## src/rtl/link_pkg.sv

```systemverilog
// Shared types and constants for the link-port arbiter and its host byte shifter.
package link_pkg;

    typedef enum logic [1:0] {
        ST_CORE,
        ST_GUARD_TO_HOST,
        ST_HOST_XFER,
        ST_GUARD_TO_CORE
    } owner_state_t;

    localparam logic       SCK_IDLE  = 1'b1;
    localparam logic       SOUT_IDLE = 1'b1;
    localparam logic [3:0] BIT_COUNT = 4'd8;

endpackage

```

## src/rtl/link_host_shifter.sv

```systemverilog
// Internal-clock master for one host byte: SCK divider, bit counter, MSB-first shifter.
module link_host_shifter
    import link_pkg::*;
#(
    parameter logic [8:0] HALF_DIV = 9'd255
) (
    input  logic       clk_sys,
    input  logic       rst,
    input  logic       ce,
    input  logic       start,
    input  logic [7:0] tx,
    input  logic       sin,
    output logic       sck,
    output logic       sout,
    output logic       done,
    output logic [7:0] rx
);

    logic       active_reg;
    logic       sck_reg;
    logic       sout_reg;
    logic       done_reg;
    logic [8:0] div_reg;
    logic [3:0] bit_reg;
    logic [7:0] shift_reg;
    logic [7:0] rx_reg;

    always_ff @(posedge clk_sys) begin
        if (rst) begin
            active_reg <= 1'b0;
            sck_reg    <= SCK_IDLE;
            sout_reg   <= SOUT_IDLE;
            done_reg   <= 1'b0;
            div_reg    <= 9'd0;
            bit_reg    <= 4'd0;
            shift_reg  <= 8'h00;
            rx_reg     <= 8'h00;
        end else if (ce) begin
            done_reg <= 1'b0;
            if (start) begin
                // Start is itself the first falling edge: MSB goes out immediately.
                active_reg <= 1'b1;
                shift_reg  <= tx;
                bit_reg    <= BIT_COUNT;
                div_reg    <= HALF_DIV;
                sck_reg    <= 1'b0;
                sout_reg   <= tx[7];
            end else if (active_reg) begin
                if (div_reg != 9'd0) begin
                    div_reg <= div_reg - 9'd1;
                end else begin
                    div_reg <= HALF_DIV;
                    if (!sck_reg) begin
                        sck_reg   <= 1'b1;
                        shift_reg <= {shift_reg[6:0], sin};
                        bit_reg   <= bit_reg - 4'd1;
                    end else if (bit_reg == 4'd0) begin
                        // Last high half-period complete: SCK stays idle-high.
                        active_reg <= 1'b0;
                        done_reg   <= 1'b1;
                        rx_reg     <= shift_reg;
                        sout_reg   <= SOUT_IDLE;
                        div_reg    <= 9'd0;
                    end else begin
                        sck_reg  <= 1'b0;
                        sout_reg <= shift_reg[7];
                    end
                end
            end
        end
    end

    assign sck  = sck_reg;
    assign sout = sout_reg;
    assign done = done_reg;
    assign rx   = rx_reg;

endmodule

```

## src/rtl/link_port_arbiter.sv

```systemverilog
// Grants the shared link-port pins to either the core serial unit or the host byte engine,
// changing owner only at byte boundaries after a guard interval of idle bus.
module link_port_arbiter
    import link_pkg::*;
#(
    parameter logic [8:0] HOST_HALF_DIV = 9'd255,
    parameter logic [7:0] GUARD_TICKS   = 8'd16
) (
    input  logic       clk_sys,
    input  logic       rst,
    input  logic       ce,
    input  logic       core_clk_out,
    input  logic       core_data_out,
    input  logic       core_busy,
    input  logic       core_int_clock,
    output logic       core_clk_in,
    output logic       core_data_in,
    input  logic       host_req,
    input  logic [7:0] host_tx,
    output logic       host_ack,
    output logic       host_done,
    output logic [7:0] host_rx,
    input  logic       pin_clk_in,
    input  logic       pin_data_in,
    output logic       pin_clk_out,
    output logic       pin_clk_oe,
    output logic       pin_data_out,
    output logic       owner_host
);

    owner_state_t state_reg, state_next;
    logic [7:0]   guard_reg, guard_next;
    logic         ack_reg, ack_next;
    logic         start;
    logic         shift_sck;
    logic         shift_sout;
    logic         shift_done;

    link_host_shifter #(
        .HALF_DIV(HOST_HALF_DIV)
    ) u_shifter (
        .clk_sys(clk_sys),
        .rst    (rst),
        .ce     (ce),
        .start  (start),
        .tx     (host_tx),
        .sin    (pin_data_in),
        .sck    (shift_sck),
        .sout   (shift_sout),
        .done   (shift_done),
        .rx     (host_rx)
    );

    always_ff @(posedge clk_sys) begin
        if (rst) begin
            state_reg <= ST_CORE;
            guard_reg <= 8'd0;
            ack_reg   <= 1'b0;
        end else if (ce) begin
            state_reg <= state_next;
            guard_reg <= guard_next;
            ack_reg   <= ack_next;
        end
    end

    // Requiring core_busy=0 to leave CORE also gives the core priority after a
    // host byte: a host request waits until any core transfer has finished.
    always_comb begin
        state_next = state_reg;
        guard_next = guard_reg;
        ack_next   = 1'b0;
        start      = 1'b0;
        case (state_reg)
            ST_CORE: begin
                if (host_req && !core_busy && pin_clk_in) begin
                    state_next = ST_GUARD_TO_HOST;
                    guard_next = GUARD_TICKS;
                end
            end
            ST_GUARD_TO_HOST: begin
                if (!host_req || core_busy || !pin_clk_in) begin
                    state_next = ST_CORE;
                    guard_next = 8'd0;
                end else if (guard_reg == 8'd0) begin
                    state_next = ST_HOST_XFER;
                    ack_next   = 1'b1;
                    start      = 1'b1;
                end else begin
                    guard_next = guard_reg - 8'd1;
                end
            end
            ST_HOST_XFER: begin
                if (shift_done) begin
                    state_next = ST_GUARD_TO_CORE;
                    guard_next = GUARD_TICKS;
                end
            end
            ST_GUARD_TO_CORE: begin
                if (guard_reg == 8'd0) begin
                    state_next = ST_CORE;
                end else begin
                    guard_next = guard_reg - 8'd1;
                end
            end
            default: state_next = ST_CORE;
        endcase
    end

    // While the host owns the port the core sees a disconnected cable (all ones).
    always_comb begin
        pin_clk_out  = core_clk_out;
        pin_data_out = core_data_out;
        pin_clk_oe   = core_busy & core_int_clock;
        core_clk_in  = pin_clk_in;
        core_data_in = pin_data_in;
        case (state_reg)
            ST_HOST_XFER: begin
                pin_clk_out  = shift_sck;
                pin_data_out = shift_sout;
                pin_clk_oe   = 1'b1;
                core_clk_in  = 1'b1;
                core_data_in = 1'b1;
            end
            ST_GUARD_TO_CORE: begin
                pin_clk_out  = SCK_IDLE;
                pin_data_out = SOUT_IDLE;
                pin_clk_oe   = 1'b1;
                core_clk_in  = 1'b1;
                core_data_in = 1'b1;
            end
            default: ;
        endcase
    end

    assign host_ack   = ack_reg;
    assign host_done  = shift_done;
    assign owner_host = (state_reg == ST_HOST_XFER) || (state_reg == ST_GUARD_TO_CORE);

endmodule

```

## config.mk

```make
export PLATFORM = sky130hd
export DESIGN_NAME = link_port_arbiter
export DESIGN_NICKNAME = d
export VERILOG_FILES = /design/src/rtl/link_pkg.sv /design/src/rtl/link_host_shifter.sv /design/src/rtl/link_port_arbiter.sv
export SDC_FILE = /design/constraint.sdc
export NUM_CORES = 1
export LEC_CHECK = 0
export CAP_MARGIN = 5
export CORE_MARGIN = 1
export CORE_UTILIZATION = 60
export DETAILED_ROUTE_END_ITERATION = 16
export DONT_BUFFER_PORTS = 1
export PLACE_DENSITY = 0.76
export SETUP_SLACK_MARGIN = 0.1
export SYNTH_ARGS = -nofsm -noshare
export SYNTH_HDL_FRONTEND = slang
export SYNTH_SLANG_ARGS = --single-unit
```

## constraint.sdc

```tcl
create_clock -name clk_sys -period 3.1 [get_ports clk_sys]
set_clock_uncertainty 0.1 [all_clocks]
set_input_delay 0.465 -clock clk_sys [delete_from_list [all_inputs] [get_ports clk_sys]]
set_output_delay 0.465 -clock clk_sys [all_outputs]
set_load 0.02 [all_outputs]
```

### Word level (Yosys, flattened, before mapping)

Index checks and enable logic that the tools add are counted.

* output and inout bits: 16
* logic and storage cells: 99
* register bits after elaboration: 44
* input port bits: 18

* mux-type cells: 51
* bitwise logic cells: 3
* add/sub/neg operators: 3
* reductions and logical operators: 22
* eq/ne operators: 9

Operator list (count)
* $mux W8: 9
* $mux W9: 4
* $pmux W8 S4: 1
* $mux W1: 25
* $mux W4: 4
* $mux W2: 5
* $reduce_bool A9 Y1: 1
* $sub A9 B1 Y9 const B: 1
* $logic_not A8 Y1: 1
* $ne A2 B2 Y1 const B: 4
* $pmux W2 S4: 1
* $reduce_and A4 Y1: 2
* $sub A8 B1 Y8 const B: 1
* $reduce_and A3 Y1: 2
* $reduce_and A6 Y1: 1
* $reduce_and A5 Y1: 1
* $eq A2 B2 Y1 const B: 2
* $logic_not A4 Y1: 1
* $pmux W1 S2: 2
* $reduce_bool A2 Y1: 2
* $sub A4 B1 Y4 const B: 1
* $logic_not A1 Y1: 3
* $logic_or A1 B1 Y1: 3
* $ne A3 B3 Y1 const B: 1
* other kinds (8): 10

### Depth between registers and ports, before layout

* depth in word-level cells: 7
* mapped depth: 9
* gate-level depth less buffers: 7

### Hierarchy

Synthesis repeated with hierarchy kept, for this count alone.

* cell total of the unflattened synthesis: 277
* area, all modules: 2441.1 um^2

By module, submodules not included
* link_host_shifter: area an instance 1684.1 um^2, instances 1, seq. area each 660.6 um^2, cells an instance 187
* link_port_arbiter: area an instance 757.0 um^2, instances 1, seq. area each 220.2 um^2, cells an instance 90

### Worst setup path after synthesis

OpenSTA, ideal clock, no wires.

* kind: register to register
* start point: register guard_reg[0]
* end point: register u_shifter.bit_reg[0]
* setup time: 0.071 ns
* arrival time: 2.263 ns
* period minus slack after synthesis: 2.434 ns
* cell stages (with the launch flop): 8
* buffers on the path: 0
* required time: 2.929 ns
* slack: 0.666 ns
* cell sequence: dfxtp_1 > inv_1 > ha_1 > or3b_2 > nor4_4 > nor2_2 > or4_1 > a21oi_1

* word-level cells in the longest chain between the ends: 6
* elaborated cells between the ends (all ways): 9
* classes of those cells: eq/ne: 2; mux: 4; reduce/logical: 3

Ends and longest elaborated chain
* start, declared: RTL line link_port_arbiter.sv:32 `logic [7:0] guard_reg, guard_next;`
* start signal, assigned: RTL line link_port_arbiter.sv:61 `guard_reg <= guard_next;`
* $logic_not A8 Y1 *: RTL line link_port_arbiter.sv:84 `end else if (guard_reg == 8'd0) begin`
* $mux W1 *: RTL line link_port_arbiter.sv:84
* $mux W1 *: RTL line link_port_arbiter.sv:81 `if (!host_req || core_busy || !pin_clk_in) begin`
* $mux W1 *: RTL line link_port_arbiter.sv:73 `case (state_reg)`
* $ne A2 B2 Y1 (no source line) or $reduce_bool A2 Y1 (tied branches)
* $reduce_and A4 Y1 (no source line)
* end signal, assigned: RTL line link_host_shifter.sv:56 `bit_reg <= bit_reg - 4'd1;`
* end, declared: RTL line link_host_shifter.sv:24 `logic [3:0] bit_reg;`

Every way passes the cells marked *; elsewhere a longest branch is shown, timed or not.
A chain may end at the register's enable or synchronous reset.

### Worst setup path in the final report

* start point: register u_shifter.div_reg[0]
* end point: register u_shifter.shift_reg[0]

* word-level cells in the longest chain between the ends: 3

Ends and longest elaborated chain
* start, declared: RTL line link_host_shifter.sv:23 `logic [8:0] div_reg;`
* start signal, assigned: RTL line link_host_shifter.sv:50 `div_reg <= div_reg - 9'd1;`
* $reduce_bool A9 Y1: RTL line link_host_shifter.sv:49 `if (div_reg != 9'd0) begin`
* $ne A2 B2 Y1 (no source line)
* $reduce_and A4 Y1 (no source line)
* end signal, assigned: RTL line link_host_shifter.sv:43 `shift_reg <= tx;`
* end signal, assigned: RTL line link_host_shifter.sv:55 `shift_reg <= {shift_reg[6:0], sin};`
* end, declared: RTL line link_host_shifter.sv:25 `logic [7:0] shift_reg;`

No other way between the ends.

==> run_results.csv <==
group,metric,value,unit
setup_path,path_cells,"inv_1 > ha_1 > or4b_1 > nor3_2 > a2bb2oi_4 > nor2_1 > a311oi_1",
setup_path,worstPathRequired,3.27,ns
clock_network,cts_max_path_buffers,2,
timing,relSlewSlack,0.512,
die,die_w,62.5,µm
clock_network,cts_setup_buffers,0,
synthesis,async_flop_share,0,
synthesis,synth_seq_cells,44,
setup_path,arrival,2.75,ns
setup_path,end_kind,"flop",
clock_network,numCtsBuffers,5,
setup_path,r2r_cells,7,
placement,io_buffers,0,
setup_path,cpPeakStageDelay,0.57,ns
outcome,status,"completed",
synthesis,synth_edf_count,0,
power,ir_worst_vdd,0.196,mV
global_route,antenna_found_initial,0,
clock_network,cts_sinks,44,
setup_path,r2r-end,"u_shifter.shift_reg[0]",
die,start_util,0.643,
clock_network,clkSlewWorstSetupHoldPaths,0.13,ns
synthesis,syn_inst,264,
die,floorplan.die_area,3910,µm²
hold_path,hold_path_class,"in -> reg",
hold_path,whs_path_depth,1,
timing,hold_viol_final,0,
synthesis,synth_most_common_cell,"dfxtp_1",
clock_network,cts_root_buf,"clkbuf_4",
hold_path,hold_end,"guard_reg[0]",
timing,min_period,2.58,ns
finish,final-seq-area,881,µm²
setup_path,cp-start-kind,"flop",
detailed_routing,wl_per_cell,14.2,µm
timing,finalCritPeriodShare,0.832,
finish,fin_area,2300,µm²
finish,final_core_util,0.674,
placement,hpwl,3170,µm
synthesis,syn_nets,287,
global_route,grt_max_degree,41,
detailed_routing,antenna_left,0,
finish,multiInputGateArea,1220,µm²
clock_network,ctsHtreeMaxLevel,2,
clock_network,cts_tree,"built",
placement,postPlaceCellArea,2240,µm²
detailed_routing,first_iter_violations,104,
timing,tns,0,ns
clock_network,cts_resized,0,
global_route,grt_overflow,0,
detailed_routing,drt_pass1_iterations,5,
synthesis,ys_warn_count,0,
synthesis,synth.distinct_cells,42,
global_route,grt_pass1_wl,7850,µm
die,core-area,3420,µm²
finish,drive_above_1_share,0.0792,
power,p_leak,0.883,nW
finish,syn_to_final_growth,4.84,%
detailed_routing,wl,4420,µm
finish,num_antenna_cells,0,
timing,slew_violations,0,
die,placementRows,21,
setup_path,path_buf_inv,1,
synthesis,synth_common_cells,"44 x dfxtp_1, 43 x nor2_1, 26 x nand2_1",
placement,dp_cells,303,
detailed_routing,vias_per_cell,5.91,
synthesis,yosysTopAreaCell,"dfxtp_1",
global_route,first_global_vias,1787,
clock_network,clk_latency,0.36,ns
setup_path,cp_top_family,"simple AND/OR/NAND/NOR gates",
global_route,grt_usage,0.250,
timing,rsz0062_at_grt,"no",
finish,fill_cells,302,
synthesis,syn_area_per_cell,8.32,µm²
synthesis,synth_area,2200,µm²
clock_network,hold_buffers,0,
timing,worst_pin_slew,0.723,ns
setup_path,cp_max_fo,18,
setup_path,r2r_start,"u_shifter.div_reg[0]",
timing,setup_viol,0,
synthesis,synthFlopType,"dfxtp_1",
synthesis,yosysSeqAreaShare,0.401,
die,die_y,62.5,µm
die,num_io_pins,34,
synthesis,synth_top_cell_area_share,0.401,
job,cap_violations,0,
finish,largest_reg_flops,9,
synthesis,synth_top_cells_by_area,"dfxtp_1 40%, nor2_1 7.3%, a21oi_1 4.8%",
setup_path,cpMaxStageDelayCell,"or4b_1",
setup_path,r2r_slack,0.52,ns
timing,fmaxAchievable,388,MHz
detailed_routing,route.detailed.drc,0,
hold_path,hold_start,"rst",
setup_path,critPathKind,"reg -> reg",
detailed_routing,num_vias,1839,
placement,gp_congestion,0.868,
power,powerDensity,409,nW/µm²
finish,fin_nets,287,
finish,instances_no_fill,311,
[cell type report]
type | instances | share of cell area
clock inverter | 1 | 0.00326
inverter | 9 | 0.0147
tap | 46 | 0.0250
multi-input combinational | 198 | 0.531
clock buffer | 7 | 0.0239
sequential | 44 | 0.382
timing repair buffer | 6 | 0.0196
[routing by layer]
metal	up-vias	GRT usage	share of wire
met4	0	0.108	0.015
li1	952	-	-
met1	828	0.320	0.48
met5	-	0	0
met3	7	0.0584	0.050
met2	52	0.402	0.46
[how the worst max path moves through the flow]
stage	from	endpoint	cells past startpoint
2_1_floorplan	guard_reg[0]	u_shifter.bit_reg[0]	7
6_report	u_shifter.div_reg[0]	u_shifter.shift_reg[0]	7
4_1_cts	u_shifter.div_reg[0]	u_shifter.shift_reg[4]	7
3_5_place_dp	u_shifter.div_reg[0]	u_shifter.shift_reg[0]	7
3_3_place_gp	u_shifter.div_reg[0]	u_shifter.bit_reg[1]	7
5_1_grt	u_shifter.div_reg[0]	u_shifter.shift_reg[6]	7
[stage by stage]
stage	power [mW]	setup WS, ns	hold slack, ns
6_report	0.943	0.520	0.0582
2_1_floorplan	0.659	0.666	0.336
3_3_place_gp	0.663	0.651	0.346
4_1_cts	0.954	0.530	0.0397
5_1_grt	0.987	0.274	0.0335
3_5_place_dp	0.664	0.562	0.352
[cells in the final DEF (no fill, tap or decap), types with 2 or more instances in the layout]
| master | synthesis | routed |
|---|---|---|
| clkbuf_4 | 0 | 5 |
| dfxtp_1 | 44 | 44 |
| nand2b_1 | 3 | 3 |
| o211ai_1 | 2 | 2 |
| nor4_1 | 8 | 8 |
| o31ai_1 | 4 | 4 |
| or4_1 | 5 | 5 |
| nor2_1 | 43 | 43 |
| o21bai_1 | 2 | 2 |
| ha_1 | 5 | 5 |
| nand3_1 | 4 | 4 |
| buf_4 | 0 | 6 |
| a21o_1 | 2 | 2 |
| a311oi_1 | 8 | 8 |
| nor3b_1 | 5 | 5 |
| nor3_1 | 6 | 6 |
| a21oi_1 | 21 | 21 |
| inv_1 | 9 | 9 |
| or2_2 | 2 | 2 |
| a211oi_1 | 3 | 3 |
| xnor2_1 | 2 | 2 |
| nand4_1 | 2 | 2 |
| mux2i_1 | 9 | 9 |
| xor2_1 | 5 | 5 |
| nand2_1 | 26 | 26 |
| a211o_1 | 2 | 2 |
| or3_1 | 2 | 2 |
| nor4bb_1 | 2 | 2 |
| o21ai_0 | 13 | 13 |
[worst register-to-register path, delay by kind of cell, from the launching register on]
kind                       cells  cell delay, ns
AOI/OAI and AO/OA              2            0.65
and+or+nand+nor                3            1.16
DFF                            1            0.34
adders and majority gates      1            0.18
buffers and inverters          1            0.09
[power by group]
group / internal [mW] / switching [mW]
registers: 0.572 / 0.00900
logic: 0.0262 / 0.0448
clock network: 0.111 / 0.180
[logic make-up after synthesis]
| logic type | count (synthesis) | synth area share |
|---|---|---|
| AND/OR/NAND/NOR | 117 | 0.275 |
| flip-flops | 44 | 0.401 |
| XOR/XNOR | 7 | 0.0279 |
| multiplexers | 9 | 0.0410 |
| buffers and inverters | 22 | 0.0421 |
| adder cells (fa/ha/maj) | 5 | 0.0285 |
| AO/OA/AOI/OAI | 60 | 0.185 |
Power figures use the tool's default switching activity.
